`src/rtl/control_cmd_master.sv`:
```
// Host-side command initiator: turns single requests into 16-bit control words,
// streams config payload, relays stats words and parses the 4-word state report.
module control_cmd_master #(
  parameter int RX_TIMEOUT = 65535
) (
  input  logic        clock,
  input  logic        reset,
  input  logic        cmd_valid,
  output logic        cmd_ready,
  input  logic [2:0]  cmd_op,
  input  logic [23:0] cmd_arg,
  input  logic [15:0] cfg_word,
  input  logic        cfg_valid,
  output logic        cfg_ready,
  output logic [15:0] tx_word,
  output logic        tx_word_valid,
  input  logic        tx_ack,
  input  logic [15:0] rx_word,
  input  logic        rx_word_valid,
  output logic [15:0] data_word,
  output logic        data_valid,
  output logic        st_sim_error,
  output logic [3:0]  st_control,
  output logic        st_quiescent,
  output logic [9:0]  st_sim_time,
  output logic [23:0] st_timer,
  output logic        st_valid,
  output logic        busy,
  output logic        error
);
  // state      | meaning
  // IDLE       | accept requests
  // SEND_HDR   | header word on the link
  // SEND_ARG   | TIMER_HI or length word on the link
  // SEND_CFG   | N payload words from cfg_word
  // WAIT_DATA  | relay N stats words
  // WAIT_STATE | collect the 4 state words
  typedef enum logic [2:0] {
    S_IDLE, S_SEND_HDR, S_SEND_ARG, S_SEND_CFG, S_WAIT_DATA, S_WAIT_STATE
  } state_t;

  localparam logic [15:0] RX_TO = 16'(RX_TIMEOUT);

  state_t      state_q, state_d;
  logic [2:0]  op_q, op_d;
  logic [23:0] arg_q, arg_d;
  logic [15:0] tx_word_q, tx_word_d;
  logic        tx_valid_q, tx_valid_d;
  logic [15:0] cnt_q, cnt_d;
  logic [15:0] idle_q, idle_d;
  logic [1:0]  wcnt_q, wcnt_d;
  logic [15:0] data_word_q, data_word_d;
  logic        data_valid_q, data_valid_d;
  logic        stg_err_q, stg_err_d;
  logic [3:0]  stg_ctrl_q, stg_ctrl_d;
  logic        stg_quiet_q, stg_quiet_d;
  logic [9:0]  stg_time_q, stg_time_d;
  logic [15:0] stg_tlo_q, stg_tlo_d;
  logic        st_err_q, st_err_d;
  logic [3:0]  st_ctrl_q, st_ctrl_d;
  logic        st_quiet_q, st_quiet_d;
  logic [9:0]  st_time_q, st_time_d;
  logic [23:0] st_timer_q, st_timer_d;
  logic        st_valid_q, st_valid_d;
  logic        error_q, error_d;

  logic [15:0] idle_inc;
  logic        timeout;
  logic        in_wait;

  assign idle_inc = idle_q + 16'd1;
  assign timeout  = (RX_TO != 16'd0) && (idle_inc == RX_TO);
  assign in_wait  = (state_q == S_WAIT_DATA) || (state_q == S_WAIT_STATE);

  always_comb begin
    state_d      = state_q;
    op_d         = op_q;
    arg_d        = arg_q;
    tx_word_d    = tx_word_q;
    tx_valid_d   = tx_valid_q;
    cnt_d        = cnt_q;
    idle_d       = idle_q;
    wcnt_d       = wcnt_q;
    data_word_d  = data_word_q;
    data_valid_d = 1'b0;
    stg_err_d    = stg_err_q;
    stg_ctrl_d   = stg_ctrl_q;
    stg_quiet_d  = stg_quiet_q;
    stg_time_d   = stg_time_q;
    stg_tlo_d    = stg_tlo_q;
    st_err_d     = st_err_q;
    st_ctrl_d    = st_ctrl_q;
    st_quiet_d   = st_quiet_q;
    st_time_d    = st_time_q;
    st_timer_d   = st_timer_q;
    st_valid_d   = 1'b0;
    error_d      = 1'b0;

    case (state_q)
      S_IDLE: begin
        if (cmd_valid) begin
          op_d  = cmd_op;
          arg_d = cmd_arg;
          cnt_d = cmd_arg[15:0];
          // header is loaded at acceptance so tx_word_valid rises the next cycle
          case (cmd_op)
            3'd0: begin tx_word_d = 16'h0000; tx_valid_d = 1'b1; state_d = S_SEND_HDR; end
            3'd1: begin tx_word_d = {4'h1, 8'h00, cmd_arg[3:0]}; tx_valid_d = 1'b1; state_d = S_SEND_HDR; end
            3'd2: begin tx_word_d = {4'h2, cmd_arg[11:0]}; tx_valid_d = 1'b1; state_d = S_SEND_HDR; end
            3'd3: begin
              if (cmd_arg[15:0] == 16'd0) error_d = 1'b1;
              else begin tx_word_d = 16'h4000; tx_valid_d = 1'b1; state_d = S_SEND_HDR; end
            end
            3'd4: begin
              if (cmd_arg[15:0] == 16'd0) error_d = 1'b1;
              else begin tx_word_d = 16'h5000; tx_valid_d = 1'b1; state_d = S_SEND_HDR; end
            end
            3'd5: begin tx_word_d = {4'h6, 11'h000, cmd_arg[0]}; tx_valid_d = 1'b1; state_d = S_SEND_HDR; end
            default: error_d = 1'b1;
          endcase
        end
      end
      S_SEND_HDR: begin
        if (tx_valid_q && tx_ack) begin
          tx_valid_d = 1'b0;
          case (op_q)
            3'd2, 3'd3, 3'd4: state_d = S_SEND_ARG;
            3'd5: begin state_d = S_WAIT_STATE; idle_d = '0; wcnt_d = '0; end
            default: state_d = S_IDLE;
          endcase
        end
      end
      S_SEND_ARG: begin
        if (!tx_valid_q) begin
          tx_word_d  = (op_q == 3'd2) ? {4'h3, arg_q[23:12]} : arg_q[15:0];
          tx_valid_d = 1'b1;
        end else if (tx_ack) begin
          tx_valid_d = 1'b0;
          case (op_q)
            3'd3:    state_d = S_SEND_CFG;
            3'd4:    begin state_d = S_WAIT_DATA; idle_d = '0; end
            default: state_d = S_IDLE;
          endcase
        end
      end
      S_SEND_CFG: begin
        if (!tx_valid_q) begin
          if (cfg_valid) begin
            tx_word_d  = cfg_word;
            tx_valid_d = 1'b1;
          end
        end else if (tx_ack) begin
          tx_valid_d = 1'b0;
          cnt_d      = cnt_q - 16'd1;
          if (cnt_q == 16'd1) state_d = S_IDLE;
        end
      end
      S_WAIT_DATA: begin
        if (rx_word_valid) begin
          idle_d       = '0;
          data_word_d  = rx_word;
          data_valid_d = 1'b1;
          cnt_d        = cnt_q - 16'd1;
          if (cnt_q == 16'd1) state_d = S_IDLE;
        end else if (timeout) begin
          error_d = 1'b1;
          state_d = S_IDLE;
        end else begin
          idle_d = idle_inc;
        end
      end
      S_WAIT_STATE: begin
        if (rx_word_valid) begin
          idle_d = '0;
          wcnt_d = wcnt_q + 2'd1;
          case (wcnt_q)
            2'd0: begin
              stg_err_d   = rx_word[14];
              stg_ctrl_d  = rx_word[13:10];
              stg_quiet_d = rx_word[9];
            end
            2'd1: stg_time_d = rx_word[9:0];
            2'd2: stg_tlo_d  = rx_word;
            default: begin
              st_err_d   = stg_err_q;
              st_ctrl_d  = stg_ctrl_q;
              st_quiet_d = stg_quiet_q;
              st_time_d  = stg_time_q;
              st_timer_d = {rx_word[7:0], stg_tlo_q};
              st_valid_d = 1'b1;
              state_d    = S_IDLE;
            end
          endcase
        end else if (timeout) begin
          error_d = 1'b1;
          state_d = S_IDLE;
        end else begin
          idle_d = idle_inc;
        end
      end
      default: state_d = S_IDLE;
    endcase

    // WAIT states start the cycle after the final ack, so words before then are dropped
    if (rx_word_valid && !in_wait) error_d = 1'b1;
  end

  always_ff @(posedge clock or negedge reset) begin
    if (!reset) begin
      state_q      <= S_IDLE;
      op_q         <= '0;
      arg_q        <= '0;
      tx_word_q    <= '0;
      tx_valid_q   <= 1'b0;
      cnt_q        <= '0;
      idle_q       <= '0;
      wcnt_q       <= '0;
      data_word_q  <= '0;
      data_valid_q <= 1'b0;
      stg_err_q    <= 1'b0;
      stg_ctrl_q   <= '0;
      stg_quiet_q  <= 1'b0;
      stg_time_q   <= '0;
      stg_tlo_q    <= '0;
      st_err_q     <= 1'b0;
      st_ctrl_q    <= '0;
      st_quiet_q   <= 1'b0;
      st_time_q    <= '0;
      st_timer_q   <= '0;
      st_valid_q   <= 1'b0;
      error_q      <= 1'b0;
    end else begin
      state_q      <= state_d;
      op_q         <= op_d;
      arg_q        <= arg_d;
      tx_word_q    <= tx_word_d;
      tx_valid_q   <= tx_valid_d;
      cnt_q        <= cnt_d;
      idle_q       <= idle_d;
      wcnt_q       <= wcnt_d;
      data_word_q  <= data_word_d;
      data_valid_q <= data_valid_d;
      stg_err_q    <= stg_err_d;
      stg_ctrl_q   <= stg_ctrl_d;
      stg_quiet_q  <= stg_quiet_d;
      stg_time_q   <= stg_time_d;
      stg_tlo_q    <= stg_tlo_d;
      st_err_q     <= st_err_d;
      st_ctrl_q    <= st_ctrl_d;
      st_quiet_q   <= st_quiet_d;
      st_time_q    <= st_time_d;
      st_timer_q   <= st_timer_d;
      st_valid_q   <= st_valid_d;
      error_q      <= error_d;
    end
  end

  assign cmd_ready     = (state_q == S_IDLE);
  assign busy          = (state_q != S_IDLE);
  assign cfg_ready     = (state_q == S_SEND_CFG) & tx_valid_q & tx_ack & cfg_valid;
  assign tx_word       = tx_word_q;
  assign tx_word_valid = tx_valid_q;
  assign data_word     = data_word_q;
  assign data_valid    = data_valid_q;
  assign st_sim_error  = st_err_q;
  assign st_control    = st_ctrl_q;
  assign st_quiescent  = st_quiet_q;
  assign st_sim_time   = st_time_q;
  assign st_timer      = st_timer_q;
  assign st_valid      = st_valid_q;
  assign error         = error_q;

endmodule

```
`config.mk`:
```
export PLATFORM = sky130hd
export DESIGN_NAME = control_cmd_master
export DESIGN_NICKNAME = d
export VERILOG_FILES = /design/src/rtl/control_cmd_master.sv
export SDC_FILE = /design/constraint.sdc
export NUM_CORES = 1
export LEC_CHECK = 0
export CORE_ASPECT_RATIO = 1.25
export CORE_MARGIN = 10
export CORE_UTILIZATION = 25
export CTS_CLUSTER_SIZE = 28
export DETAILED_ROUTE_END_ITERATION = 12
export PLACE_DENSITY_LB_ADDON = 0.2
export SLEW_MARGIN = 30
export SYNTH_ARGS = -nofsm -noshare
export SYNTH_HDL_FRONTEND = slang
export SYNTH_SLANG_ARGS = --single-unit
```
`constraint.sdc`:
```
create_clock -name clock -period 7.05 [get_ports clock]
set_clock_uncertainty 0.15 [all_clocks]
set_input_delay 1.41 -clock clock [delete_from_list [all_inputs] [get_ports clock]]
set_output_delay 1.41 -clock clock [all_outputs]
set_load 0.02 [all_outputs]
```
---- Yosys cells after proc, flatten, opt, wreduce, memory -nomap -nowiden ----
Cells that the tools add are included.
operators by class
  add/subtract/negate cells ............... 3
  equal/unequal tests ..................... 38
  mux-type cells .......................... 63
  bitwise operators ....................... 4
  reductions and logical operators ........ 31
operators by type and width
  operator                                                                 number
  16-bit 2-to-1 mux                                                        18
  16-bit case mux with 3 select lines                                      3
  16-bit case mux with 6 select lines                                      1
  3-bit 2-to-1 mux                                                         12
  2-bit != test (second input constant)                                    13
  3-bit by 2-bit equality test with 1-bit output (second input constant)   6
  3-bit equality test (second input constant)                              6
  3-bit != test (second input constant)                                    6
  3-bit case mux with 2 select lines                                       3
  3-bit case mux with 6 select lines                                       1
  1-bit 2-to-1 mux                                                         17
  16-bit by 1-bit adder with 16-bit output (second input constant)         1
  16-bit by 1-bit equality test with 1-bit output (second input constant)  1
  16-bit equality test (second input constant)                             1
  16-bit logical NOT                                                       1
  16-bit by 1-bit subtractor with 16-bit output (second input constant)    1
  3-bit AND reduction                                                      4
  3-bit nonzero test                                                       4
  5-bit AND reduction                                                      2
  9-bit AND reduction                                                      1
  8-bit AND reduction                                                      1
  7-bit by 1-bit != test with 1-bit output (second input constant)         1
  7-bit AND reduction                                                      1
  3-bit by 1-bit equality test with 1-bit output (second input constant)   2
  other kinds (21)                                                         32
word-level totals
  flip-flop bits (word level) ............. 172
  bits of input ports ..................... 65
  word-level logic and storage cells ...... 161

---- Depth between registers and ports, before layout ----
Gate-level depths: netlist (run 1).
  depth in word-level cells ............... 6
  depth in mapped cells ................... 8

---- Worst setup path after synthesis (run 1) ----
No wires, ideal clock.
  path type ............................... input port to output port
  from .................................... in tx_ack
  to ...................................... out cfg_ready
  arrival time ............................ 1.892 ns
  path slack .............................. 3.598 ns
  stages .................................. 2
  path buffers ............................ 0
  cells stage by stage .................... and2_1 > and4_1
between the ends
  longest elaborated chain between the ends .. 2
ends and longest elaborated chain
  item                             RTL line  source
  from (decl)                      17        input logic tx_ack,
  1-bit bitwise AND (2 in series)  260       assign cfg_ready = (state_q == S_SEND_CFG) & tx_valid_q & tx_ack & cfg_valid;
  to (decl)                        14        output logic cfg_ready,
No other way between the ends.

---- Worst setup path in the final report (run 1) ----
Same ends and word-level chain as after synthesis.

==> results.sh, run 1 <==
export IMPL_wl_um=23000
export IMPL_fmax_ghz=0.223
export IMPL_hold_class="flop to flop"
export IMPL_cp_slowest_cell="clkdlybuf4s50_1"
export IMPL_vias_per_cell=4.81
export IMPL_final_period_utilization=0.637
export IMPL_setup_tns_final_ns=0
export IMPL_antenna_found_initial=2
export IMPL_ys_async_sr_fraction=1.00
export IMPL_rows=74
export IMPL_cts_tree="built"
export IMPL_ys_seq_area_frac=0.523
export IMPL_postLayoutCoreUtil=0.327
export IMPL_ios=144
export IMPL_finalCriticalPeriod_ns=4.49
export IMPL_fp_dieH_um=223
export IMPL_status="completed"
export IMPL_track_usage=0.112
export IMPL_synth_area_leader_cell="dfrtp_1"
export IMPL_setup_violations=0
export IMPL_cts_root_buffer="clkbuf_16"
export IMPL_finalWeightedCongestion=0.776
export IMPL_area_growth_pct=29.3
export IMPL_leakage_uw=0.00452
export IMPL_drv_slew=0
export IMPL_io_buffers=143
export IMPL_die_area_sq_um=40600
export IMPL_cp_common_cell="clkdlybuf4s50_1"
export IMPL_clk_latency_ns=0.43
export IMPL_critPathMaxFanout=6
export IMPL_finalHoldViolCount=0
export IMPL_vias=6227
export IMPL_yosys_cell_types_count=68
export IMPL_cts_htree_levels=4
export IMPL_cts_sinks=172
export IMPL_cts_repair_resized=0
export IMPL_synth_area_sq_um=8230
export IMPL_synth_edf_count=0
export IMPL_synth_top_cell_area_share=0.523
export IMPL_grt_pass1_vias=6389
export IMPL_first_pass_iters=4
export IMPL_hold_buffers=0
export IMPL_postCtsSetupBuffers=0
export IMPL_grt_max_degree=72
export IMPL_ir_drop_mv=0.184
export IMPL_start_util=0.253
export IMPL_synth_seq_cells=172
export IMPL_coreArea_sq_um=32600
export IMPL_worstPathArrival_ns=2.93
export IMPL_placed_area_sq_um=10100
export IMPL_ant_nets=0
export IMPL_cellPowerDensity_nw_per_um2=348
export IMPL_crit_chain="clkdlybuf4s50_1 > and2_1 > and4_1 > clkdlybuf4s50_1"
export IMPL_clockBufferDepth=2
export IMPL_final_common_cell="dfrtp_1"
export IMPL_layout_common_cells="dfrtp_1 (172), clkdlybuf4s50_1 (142), mux2_2 (117)"
export IMPL_nets=937
export IMPL_dp_final_hpwl_um=16500
export IMPL_slew_limit_headroom=0.469
export IMPL_syn_inst=736
export IMPL_grt_first_pass_wirelength_um=36800
export IMPL_design_area_sq_um=10600
export IMPL_wl_per_cell_um=17.8
export IMPL_placed_cells=1263
export IMPL_synthTopCellsByArea="dfrtp_1 (52%), mux2_2 (16%), o21ai_0 (3.5%), a21oi_1 (3.0%), nand2_1 (2.5%)"
export IMPL_crit_required_ns=5.49
export IMPL_ys_flop_type="dfrtp_1"
export IMPL_layout_drive_gt1_share=0.208
export IMPL_path_class="input port to output port"
export IMPL_drc=0
export IMPL_grt_overflow_total=0
export IMPL_die_x_um=182
export IMPL_rsz0062_at_grt="false"
export IMPL_first_iter_violations=423
export IMPL_fin_cells=1295
export IMPL_slowest_delay_ns=0.60
export IMPL_path_clk_slew_ns=0.07
export IMPL_maxCapViolations=0
export IMPL_end_kind="output port"
export IMPL_start_kind="input port"
export IMPL_synth_warnings=0
export IMPL_timing_hold_ws_ns=0.330
export IMPL_synth_fp_nets=809
export IMPL_cts_buffers=17
export IMPL_avgSynthCellArea_sq_um=11.2
export IMPL_tightest_slew_ns=0.790
==> worst paths after layout <==
path	from	to	slack, ns	depth (start not counted)
min reg2reg	stg_time_q[5]	st_sim_time[5]	0.33	1
max reg2reg	state_q[0]	tx_word[15]	4.31	5
max in group asynchronous	reset	cnt_q[4]	4.80	2
min in group asynchronous	reset	st_timer[13]	0.84	1
min	stg_time_q[5]	st_sim_time[5]	0.33	1
max	tx_ack	cfg_ready	2.56	4
==> worst max-delay path: cells and delay by family <==
family / cells / cell delay [ns]
buf+inv: 2 / 1.07
simple gates: 2 / 0.44
==> sequential cells by signal, summed over array words and instances, names as in the netlist, 2 cells and up <==
signal	flops
wcnt_q	2
op_q	3
state_q	3
stg_time_q	10
st_timer	24
st_sim_time	10
stg_ctrl_q	4
st_control	4
idle_q	16
tx_word	16
stg_tlo_q	16
data_word	16
arg_q	24
cnt_q	16
==> layer usage <==
metal / track usage / vias up / wire length, um
met4: 0.0365 / 2 / 388
met1: 0.142 / 3090 / 10400
met5: 0 / - / 13
met3: 0.0345 / 29 / 1390
li1: - / 2928 / -
met2: 0.177 / 178 / 10800
==> cell type report <==
class | instances | area (sq um)
multi-input combinational | 508 | 3710
tap | 418 | 523
clock buffer | 19 | 443
antenna | 1 | 2.50
fill | 3349 | 21900
timing repair buffer | 151 | 1500
inverter | 14 | 52.6
sequential | 172 | 4300
clock inverter | 12 | 114
==> power breakdown <==
group | total [uW] | switching, uW | internal (uW)
logic | 1380 | 767 | 612
clock network | 909 | 412 | 497
registers | 1410 | 179 | 1230
total | 3700 | 1360 | 2340
==> kinds of logic after synthesis <==
family,count (synthesis),synth area share
multiplexers,134,0.181
XOR/XNOR,2,0.00213
buffers and inverters,56,0.0313
AND/OR/NAND/NOR,189,0.115
AO/OA/AOI/OAI,175,0.136
adder cells (fa/ha/maj),8,0.0122
flip-flops,172,0.523
==> synth_stat cells (all sizes together) (3+ instances only) <==
cell and count:
a21oi 50, a22oi 17, a31oi 10, and2 6, and2b 3, and3 6
and4 5, buf 28, clkbuf 14, dfrtp 172, ha 8, inv 14
mux2 118, mux2i 16, nand2 55, nand2b 5, nand3 21, nand4 8
nor2 41, nor2b 4, nor3 17, nor3b 4, nor4 6, o211ai 6
o21ai 59, o2bb2ai 3, o31ai 7, or3 3
==> metrics by stage <==
| stage | worst slack [ns] | power, uW |
|---|---|---|
| 3_5_place_dp | 2.54 | 2830 |
| 6_report | 2.56 | 3700 |
| 5_1_grt | 2.47 | 3960 |
| 3_3_place_gp | 2.55 | 2810 |
| 4_1_cts | 2.53 | 3760 |
| 2_1_floorplan | 3.60 | 2310 |
(Power assumes the default switching activity.)
==> inputs of run 2 (changes only) <==
Clock period 7.05 ns to 3.86 ns, I/O delays scaled along.
==> run 2 against run 1 <==
- cell count grew 0.69%
- power rose by 88%
- routed wire length increased by 5.3%
- first-iteration DRC count shrank 11%
- die area is the same
- sequential share of layout area shrank 0.50 points
- clock power up 98%
- combinational power grew 83%
- final area is 1.3% higher
- non-clock buffer count grew 8
- largest power group unchanged
- highest routed layer unchanged
==> results.sh, run 2 (synthesis results as in run 1) <==
export IMPL_ir_drop_mv=0.261
export IMPL_cts_tree="built"
export IMPL_path_class="input port to output port"
export IMPL_cts_root_buffer="clkbuf_16"
export IMPL_status="completed"
export IMPL_critPathMaxFanout=6
export IMPL_grt_max_degree=89
export IMPL_die_x_um=182
export IMPL_finalWeightedCongestion=0.805
export IMPL_ios=144
export IMPL_final_period_utilization=0.835
export IMPL_layout_common_cells="dfrtp_1 (172), clkdlybuf4s50_1 (142), mux2_2 (117)"
export IMPL_finalHoldViolCount=0
export IMPL_coreArea_sq_um=32600
export IMPL_tightest_slew_ns=0.744
export IMPL_cts_sinks=172
export IMPL_timing_hold_ws_ns=0.0410
export IMPL_seq_area_sq_um=4300
export IMPL_dp_final_hpwl_um=17500
export IMPL_end_kind="output port"
export IMPL_area_growth_pct=31.0
export IMPL_start_util=0.253
export IMPL_postCtsSetupBuffers=0
export IMPL_drc=0
export IMPL_wl_um=24200
export IMPL_cts_htree_levels=4
export IMPL_wl_per_cell_um=18.6
export IMPL_final_common_cell="dfrtp_1"
export IMPL_first_iter_violations=377
export IMPL_clk_latency_ns=0.43
export IMPL_hold_class="input port to asynchronous set/reset pin"
export IMPL_fillerInstances=3348
export IMPL_vias=6194
export IMPL_rows=74
export IMPL_rsz0062_at_grt="false"
export IMPL_cts_repair_resized=0
export IMPL_io_buffers=143
export IMPL_worstPathArrival_ns=2.30
export IMPL_slew_limit_headroom=0.500
export IMPL_setup_violations=0
export IMPL_fp_dieH_um=223
export IMPL_hold_buffers=0
export IMPL_fmax_ghz=0.310
export IMPL_ant_nets=0
export IMPL_multi_input_area_sq_um=3670
export IMPL_layout_drive_gt1_share=0.211
export IMPL_postLayoutCoreUtil=0.331
export IMPL_vias_per_cell=4.75
export IMPL_antenna_found_initial=2
export IMPL_leakage_uw=0.00460
export IMPL_fin_cells=1304
export IMPL_drv_slew=0
export IMPL_placed_cells=1270
export IMPL_die_area_sq_um=40600
export IMPL_start_kind="input port"
export IMPL_clockBufferDepth=2
export IMPL_crit_required_ns=2.94
export IMPL_grt_pass1_vias=6629
export IMPL_finalCriticalPeriod_ns=3.22
export IMPL_cellPowerDensity_nw_per_um2=646
export IMPL_first_pass_iters=4
export IMPL_grt_first_pass_wirelength_um=39000
export IMPL_track_usage=0.119
export IMPL_cts_buffers=17
export IMPL_grt_overflow_total=0
export IMPL_nets=945
export IMPL_setup_tns_final_ns=0
export IMPL_maxCapViolations=0
export IMPL_path_clk_slew_ns=0.08
## run 2: cell count changes in the layout (fill, tap and decap cells not counted), sizes merged
cell	delta
clkinv	+4
inv	+2
clkinvlp	-4
buf	+8
clkbuf	-1
## run 2: critical path: stages
cell             delay [ns]
clkdlybuf4s50_1        0.47
and2_1                 0.23
and4_1                 0.22
clkdlybuf4s50_1        0.61
## run 2: metrics by stage
stage / power, uW / worst slack (ns) / area [sq um]
6_report: 6960 / 0.638 / 10800
5_1_grt: 7440 / 0.570 / 10800
4_1_cts: 7070 / 0.627 / 10700
3_5_place_dp: 5230 / 0.295 / 10100
3_3_place_gp: 5220 / 0.383 / 10100
2_1_floorplan: 4220 / 1.50 / 8230
## run 2: metal layers
| layer | GRT usage | share of wire | up-vias |
|---|---|---|---|
| met4 | 0.0329 | 0.014 | 2 |
| met5 | 0 | 0.00054 | - |
| met1 | 0.147 | 0.44 | 3075 |
| li1 | - | - | 2948 |
| met3 | 0.0347 | 0.057 | 18 |
| met2 | 0.198 | 0.49 | 151 |
## run 2: area by class of cell
class	instances	share of cell area
clock buffers	18	0.0407
repair buffers	159	0.149
clock inverters	14	0.0161
well taps	418	0.0485
inverters	14	0.00488
diodes	1	0.000232
flip-flops and latches	172	0.399
multi-input cells	508	0.341
## run 2: path summary, 6_finish.rpt
| check | start | to | slack [ns] | cells past startpoint |
|---|---|---|---|---|
| hold / removal | reset | st_timer[13] | 0.04 | 1 |
| min in group clock | stg_time_q[5] | st_sim_time[5] | 0.34 | 1 |
| max in group asynchronous | reset | tx_word_valid | 2.89 | 2 |
| setup / recovery | tx_ack | cfg_ready | 0.64 | 4 |
| setup reg to reg | state_q[1] | cnt_q[11] | 1.15 | 8 |
| hold reg to reg | stg_time_q[5] | st_sim_time[5] | 0.34 | 1 |
## run 2: power by group
part	internal, uW	switching (uW)	total [uW]
Sequential	2250	391	2640
Combinational	1130	1390	2520
Clock	947	851	1800
